==> config.mk <==
export PLATFORM = sky130hd
export DESIGN_NAME = jk_bank_sched
export DESIGN_NICKNAME = d
export VERILOG_FILES = /design/src/rtl/jk_bank_sched.sv
export SDC_FILE = /design/constraint.sdc
export NUM_CORES = 1
export LEC_CHECK = 0
export ABC_AREA = 1
export CORE_AREA = 5 5 71 60
export DETAILED_ROUTE_END_ITERATION = 16
export DIE_AREA = 0 0 76 65
export DONT_BUFFER_PORTS = 1
export GPL_ROUTABILITY_DRIVEN = 1
export GPL_TIMING_DRIVEN = 0
export SYNTH_ARGS = -nofsm -noshare
export SYNTH_HDL_FRONTEND = slang
export SYNTH_SLANG_ARGS = --single-unit
==> constraint.sdc <==
create_clock -name clk -period 1.5 [get_ports clk]
set_input_delay 0.45 -clock clk [delete_from_list [all_inputs] [get_ports clk]]
set_output_delay 0.45 -clock clk [all_outputs]
set_load 0.05 [all_outputs]
==> src/rtl/jk_bank_sched.sv <==
// Two-requester round-robin scheduler driving a WIDTH-bit bank of JK cells.
// A granted command applies its latched J/K vector R+1 times, then pulses ack.
module jk_bank_sched #(
  parameter int WIDTH = 8,
  parameter int CNTW  = 4
) (
  input  logic             clk,
  input  logic             rst,
  input  logic             req0,
  input  logic [WIDTH-1:0] j0,
  input  logic [WIDTH-1:0] k0,
  input  logic [CNTW-1:0]  rpt0,
  output logic             ack0,
  input  logic             req1,
  input  logic [WIDTH-1:0] j1,
  input  logic [WIDTH-1:0] k1,
  input  logic [CNTW-1:0]  rpt1,
  output logic             ack1,
  output logic [WIDTH-1:0] q,
  output logic             busy,
  output logic             owner
);

  typedef enum logic [1:0] {IDLE, APPLY, DONE} state_e;

  state_e           state_q, state_d;
  logic [WIDTH-1:0] q_q, q_d;
  logic [WIDTH-1:0] j_q, j_d;
  logic [WIDTH-1:0] k_q, k_d;
  logic [CNTW-1:0]  cnt_q, cnt_d;
  logic             owner_q, owner_d;
  logic             last_q, last_d;
  logic             ack0_q, ack0_d;
  logic             ack1_q, ack1_d;
  logic             busy_q, busy_d;
  logic             win;

  // On a tie the requester that was not served last wins.
  assign win = req1 & (~req0 | ~last_q);

  // NOTE: every signal written here gets its default first, so no path leaves
  // a value unassigned and no latch is inferred.
  always_comb begin
    state_d = state_q;
    q_d     = q_q;
    j_d     = j_q;
    k_d     = k_q;
    cnt_d   = cnt_q;
    owner_d = owner_q;
    last_d  = last_q;
    ack0_d  = 1'b0;
    ack1_d  = 1'b0;
    busy_d  = busy_q;
    unique case (state_q)
      IDLE: begin
        if (req0 || req1) begin
          state_d = APPLY;
          owner_d = win;
          last_d  = win;
          j_d     = win ? j1 : j0;
          k_d     = win ? k1 : k0;
          cnt_d   = win ? rpt1 : rpt0;
          busy_d  = 1'b1;
        end
      end
      APPLY: begin
        q_d = (j_q & ~q_q) | (~k_q & q_q);
        if (cnt_q == '0) begin
          state_d = DONE;
          ack0_d  = ~owner_q;
          ack1_d  = owner_q;
        end else begin
          cnt_d = cnt_q - CNTW'(1);
        end
      end
      DONE: begin
        state_d = IDLE;
        busy_d  = 1'b0;
      end
      default: state_d = IDLE;
    endcase
  end

  // NOTE: state registers use non-blocking assignments so every register
  // samples the pre-edge value of every other register.
  always_ff @(posedge clk or posedge rst) begin
    if (rst) begin
      state_q <= IDLE;
      q_q     <= '0;
      j_q     <= '0;
      k_q     <= '0;
      cnt_q   <= '0;
      owner_q <= 1'b0;
      last_q  <= 1'b1;
      ack0_q  <= 1'b0;
      ack1_q  <= 1'b0;
      busy_q  <= 1'b0;
    end else begin
      state_q <= state_d;
      q_q     <= q_d;
      j_q     <= j_d;
      k_q     <= k_d;
      cnt_q   <= cnt_d;
      owner_q <= owner_d;
      last_q  <= last_d;
      ack0_q  <= ack0_d;
      ack1_q  <= ack1_d;
      busy_q  <= busy_d;
    end
  end

  assign q     = q_q;
  assign busy  = busy_q;
  assign owner = owner_q;
  assign ack0  = ack0_q;
  assign ack1  = ack1_q;

endmodule

==> results of run 1 <==
cell type report:
cell class / count / share of cell area, %
inverters: 23 / 4.83
multi-input cells: 139 / 36.0
well taps: 44 / 3.00
clock buffers: 8 / 5.45
flip-flops and latches: 35 / 47.7
plain buffers: 7 / 3.00
through the flow:
stage	setup WS, ns	utilization (%)	instance area, sq um	hold WS [ns]	power, mW
floorplan	0.276	-	1680	0.447	3.42
detailed placement	-0.0800	48.5	1740	0.462	3.84
global route	0.0218	51.4	1840	0.207	4.97
finish	0.0897	51.4	1840	0.151	4.56
global placement	-0.0701	48.5	1740	0.460	3.75
CTS	0.0741	51.3	1840	0.323	4.60
synth_stat cells (2+ instances only):
master	n	area share (%)
sky130_fd_sc_hd__nand2_1	55	12
sky130_fd_sc_hd__dfrtp_1	34	51
sky130_fd_sc_hd__o21ai_0	24	7.1
sky130_fd_sc_hd__inv_1	21	4.7
sky130_fd_sc_hd__nor2_1	20	4.5
sky130_fd_sc_hd__nand3_1	12	3.6
sky130_fd_sc_hd__o21ai_1	11	3.3
sky130_fd_sc_hd__o31ai_1	8	3.6
sky130_fd_sc_hd__buf_4	3	1.3
sky130_fd_sc_hd__buf_2	2	0.60
sky130_fd_sc_hd__buf_6	2	1.3
sky130_fd_sc_hd__nand2_2	2	0.74
registers in the layout, indices dropped and copies added (netlist names), 2 cells and up:
signal	flops
j_q	8
k_q	8
q	8
cnt_q	4
state_q	2
logic make-up after synthesis:
logic type | Yosys count | share of synthesized area, %
compound gates | 45 | 15.4
xor+xnor | 1 | 0.521
fa+ha+maj | 1 | 0.744
buf+inv | 30 | 8.56
flops | 35 | 52.2
simple gates | 92 | 22.6
layer usage:
metal	vias to the layer above	wire length [microns]	global-route usage, %
met3	12	401	7.50
li1	672	-	-
met2	59	1790	28.1
met5	-	0	0
met1	616	1640	19.0
met4	0	89	10.0
timing repair:
action                     CTS  global route
hold buffers                 0             0
setup endpoints to repair    0             5
resized for setup            0             1
buffers inserted             0             0
path summary, 6_finish.rpt:
check | to | slack, ns
worst max register to register | cnt_q[2] | 0.13
min in group clk | k_q[2] | 0.34
worst min register to register | last_q | 0.48
max in group asynchronous | j_q[4] | 0.89
worst min-delay path | busy | 0.15
worst max-delay path | q[2] | 0.09
power breakdown:
group	switching (mW)	total, mW	internal (mW)
combinational	0.992	1.59	0.597
sequential	0.815	2.22	1.41
clock	0.325	0.744	0.419
==> results.ini, run 1 <==
[yosys]
syn_nets = 249
syn_avg_cell_area_sq_um = 8.24
syn_area_sq_um = 1680
postSynth.asyncResetShare_pct = 100
synth_enable_flop_cells = 0
dominantRegCellSynth = sky130_fd_sc_hd__dfrtp_1
ys_seq_elements = 35
synth_cell_types = 22
synth_warnings = 0
synth_sequential_area_ratio_pct = 52.2
synthesized_instance_count = 204

[global_route]
grt_start_max_net_pins = 36
grt_first_pass_wirelength_microns = 6500
antenna_violations_before_repair = 0
number_of_global_route_vias_before_repair = 1431
globalRouteOverflowTotal = 0
grtUsageTotal_pct = 17.3

[clocking]
path_clk_slew_ns = 0.07
clk_latency_ns = 0.29
clk_root_buffer_cell = sky130_fd_sc_hd__clkbuf_8
cts_tree = built
cts_inserted_buffers = 5
clock_sink_count = 35
cts.path.max_buffers = 2
cts_htree_levels = 2

[setup_path]
cp-start-kind = register
category_of_the_critical_setup_timing_path = register to output pin
reg2reg_from = cnt_q[0]
critical_path_cell_count = 0
ff2ff_path_depth = 7
startpoint = q[2]
timing.critical_path.arrival_ns = 0.96
cp_data_required_time_ns = 1.05
timing.critical_path.fanout_max = 3
worstSetupEndpointType = output pin

[sta]
setup_repair_after_global_routing_missed_its_margin = no
max_freq_ghz = 0.709
actual_slew_at_the_worst_max_slew_pin_ns = 0.708
final_number_of_hold_violating_endpoints = 0
slew_headroom_pct = 52.7
setup-tns-final_ns = 0
finClkSkew_ns = 0.00661
finalSetupViolCount = 0
final.period_utilization_pct = 94.0
final.min_clock_period_ns = 1.41
final_max_slew_viol_count = 0

[floorplanning]
die_y_microns = 65
core_footprint_sq_um = 3580
chipWidth_microns = 76
floorplan.initialDensity_pct = 47.0
row_count = 20
io_pins = 56
die-area_sq_um = 4940

[placed_design]
post-place-cells = 248
globalplace.congestion = 0.746
numPortBuffers = 0
dp_hpwl_microns = 2880

[route]
drt-vias-per-instance = 5.31
wl_per_cell_microns = 15.3
dr.pass1.iters = 5
violation_count_after_the_first_detailed_routing_iteration = 85
drc = 0
detailroute.via_count = 1359
wirelength_routed_microns = 3920
ant_nets = 0

[run_status]
status = completed

[finish]
n_fill_cell = 330
area_delta_synth_final_pct = 9.38
antenna-diode-count = 0
layout.cells.most_common_list = sky130_fd_sc_hd__nand2_1 (54), sky130_fd_sc_hd__dfrtp_1 (34), sky130_fd_sc_hd__o21ai_0 (24)
post_route_cells_drive_above_1_share_pct = 11.3
finalNetCount = 256
final_common_cell = sky130_fd_sc_hd__nand2_1
multi_input_gate_area_in_the_final_layout_sq_um = 662
sequential_cell_area_sq_um = 877
layoutNonFillerInstCount = 256

[flow_run]
maxCapViolations = 0

[min_path]
hp-class = input port to asynchronous set/reset pin

[power_and_ir_drop]
peakVddDrop_mv = 1.09
total_leakage_power_nw = 0.907
power-per-cell-area_nw_per_um2 = 2480

Power figures use the tool's default switching activity.
==> inputs of run 2 (changes only) <==
CORE_AREA = 2 2 68 57   (was 5 5 71 60)
DIE_AREA = 0 0 70 59   (was 0 0 76 65)
==> results.ini, run 2 (same netlist as run 1, synthesis figures left out) <==
[global_route]
grtUsageTotal_pct = 21.6
number_of_global_route_vias_before_repair = 1495
globalRouteOverflowTotal = 0
antenna_violations_before_repair = 0
grt_start_max_net_pins = 36
grt_first_pass_wirelength_microns = 6770

[clocking]
ctsHoldBuffers = 0
path_clk_slew_ns = 0.07
cts_inserted_buffers = 5
clk_root_buffer_cell = sky130_fd_sc_hd__clkbuf_8
cts_htree_levels = 2
cts_tree = built
clk_latency_ns = 0.29
clock_sink_count = 35
cts.path.max_buffers = 2

[finish]
post_route_cells_drive_above_1_share_pct = 10.8
antenna-diode-count = 0
multi_input_gate_area_in_the_final_layout_sq_um = 662
layoutNonFillerInstCount = 254
area_delta_synth_final_pct = 9.61
sequential_cell_area_sq_um = 877
finalNetCount = 256
layout.cells.most_common_list = sky130_fd_sc_hd__nand2_1 (54), sky130_fd_sc_hd__dfrtp_1 (34), sky130_fd_sc_hd__o21ai_0 (24)
final_common_cell = sky130_fd_sc_hd__nand2_1
n_fill_cell = 327

[min_path]
hp-class = input port to asynchronous set/reset pin

[sta]
final.min_clock_period_ns = 1.41
timing.hold.ws_ns = 0.141
slew_headroom_pct = 52.9
final.period_utilization_pct = 94.0
final_max_slew_viol_count = 0
finalSetupViolCount = 0
actual_slew_at_the_worst_max_slew_pin_ns = 0.706
setup_repair_after_global_routing_missed_its_margin = no
final_number_of_hold_violating_endpoints = 0
finClkSkew_ns = 0.0114
max_freq_ghz = 0.709

[floorplanning]
chipWidth_microns = 70
io_pins = 56
die_y_microns = 59
core_footprint_sq_um = 3380
die-area_sq_um = 4130
floorplan.initialDensity_pct = 49.8
row_count = 19

[route]
detailroute.via_count = 1356
dr.pass1.iters = 4
wirelength_routed_microns = 3870
wl_per_cell_microns = 15.3
drc = 0
ant_nets = 0
violation_count_after_the_first_detailed_routing_iteration = 66
drt-vias-per-instance = 5.34

[placed_design]
numPortBuffers = 0
dp_hpwl_microns = 2770
post-place-cells = 246
globalplace.congestion = 0.798

[power_and_ir_drop]
peakVddDrop_mv = 1.00
power-per-cell-area_nw_per_um2 = 2530
total_leakage_power_nw = 0.908

[setup_path]
timing.critical_path.arrival_ns = 0.96
cp-start-kind = register
cp_data_required_time_ns = 1.05
timing.critical_path.fanout_max = 3
worstSetupEndpointType = output pin
ff2ff_path_depth = 7
r2r_end = cnt_q[2]
category_of_the_critical_setup_timing_path = register to output pin
regToRegSetupSlack_ns = 0.16
reg2reg_from = cnt_q[0]

[run_status]
status = completed

[flow_run]
maxCapViolations = 0

-- run 2: cell types whose count changed in the layout (fill, tap and decap cells not counted) --
cell	before	now
sky130_fd_sc_hd__bufinv_16	0	1
sky130_fd_sc_hd__clkbuf_1	1	2
sky130_fd_sc_hd__clkbuf_8	7	5
-- run 2: stage by stage --
stage | TNS, ns | cell area, sq um | total power [mW] | setup slack (ns) | utilization, %
2_1_floorplan | 0 | 1680 | 3.42 | 0.276 | -
3_3_place_gp | -2.66 | 1730 | 3.74 | -0.0793 | 51.3
3_5_place_dp | -3.92 | 1730 | 3.84 | -0.116 | 51.3
4_1_cts | 0 | 1840 | 4.68 | 0.0830 | 54.5
5_1_grt | 0 | 1840 | 5.05 | 0.0123 | 54.6
6_report | 0 | 1840 | 4.66 | 0.0896 | 54.6
-- run 2: cell type report --
| class | instances | area share, % |
|---|---|---|
| flip-flops and latches | 35 | 47.6 |
| multi-input cells | 139 | 35.9 |
| inverters | 23 | 4.82 |
| clock buffers | 7 | 4.14 |
| plain buffers | 7 | 2.99 |
| well taps | 42 | 2.85 |
| clock inverters | 1 | 1.63 |
-- run 2: worst max-delay path by stage --
stage	from	to	slack, ns	cells after the start
2_1_floorplan	rst	ack0	0.28	1
3_3_place_gp	rst	cnt_q[0]	-0.08	1
3_5_place_dp	rst	j_q[1]	-0.12	1
4_1_cts	q[1]	q[1]	0.08	0
5_1_grt	last_q	cnt_q[0]	0.01	8
6_report	q[1]	q[1]	0.09	0
-- run 2: where the power goes --
part	total, mW	internal, mW	switching, mW
clock network	0.828	0.497	0.331
registers	2.23	1.41	0.826
logic	1.59	0.596	0.998
-- run 2: layer usage --
layer	GRT usage, %	part of all wire (%)
met4	8.79	1.4
met1	27.1	45
met5	0	0
met3	9.18	9.7
met2	33.3	44
-- run 2: repair_timing --
| action | in CTS | in global routing |
|---|---|---|
| resized for setup | 0 | 1 |
| setup buffers | 0 | 0 |
| endpoints found under the setup margin | 0 | 4 |
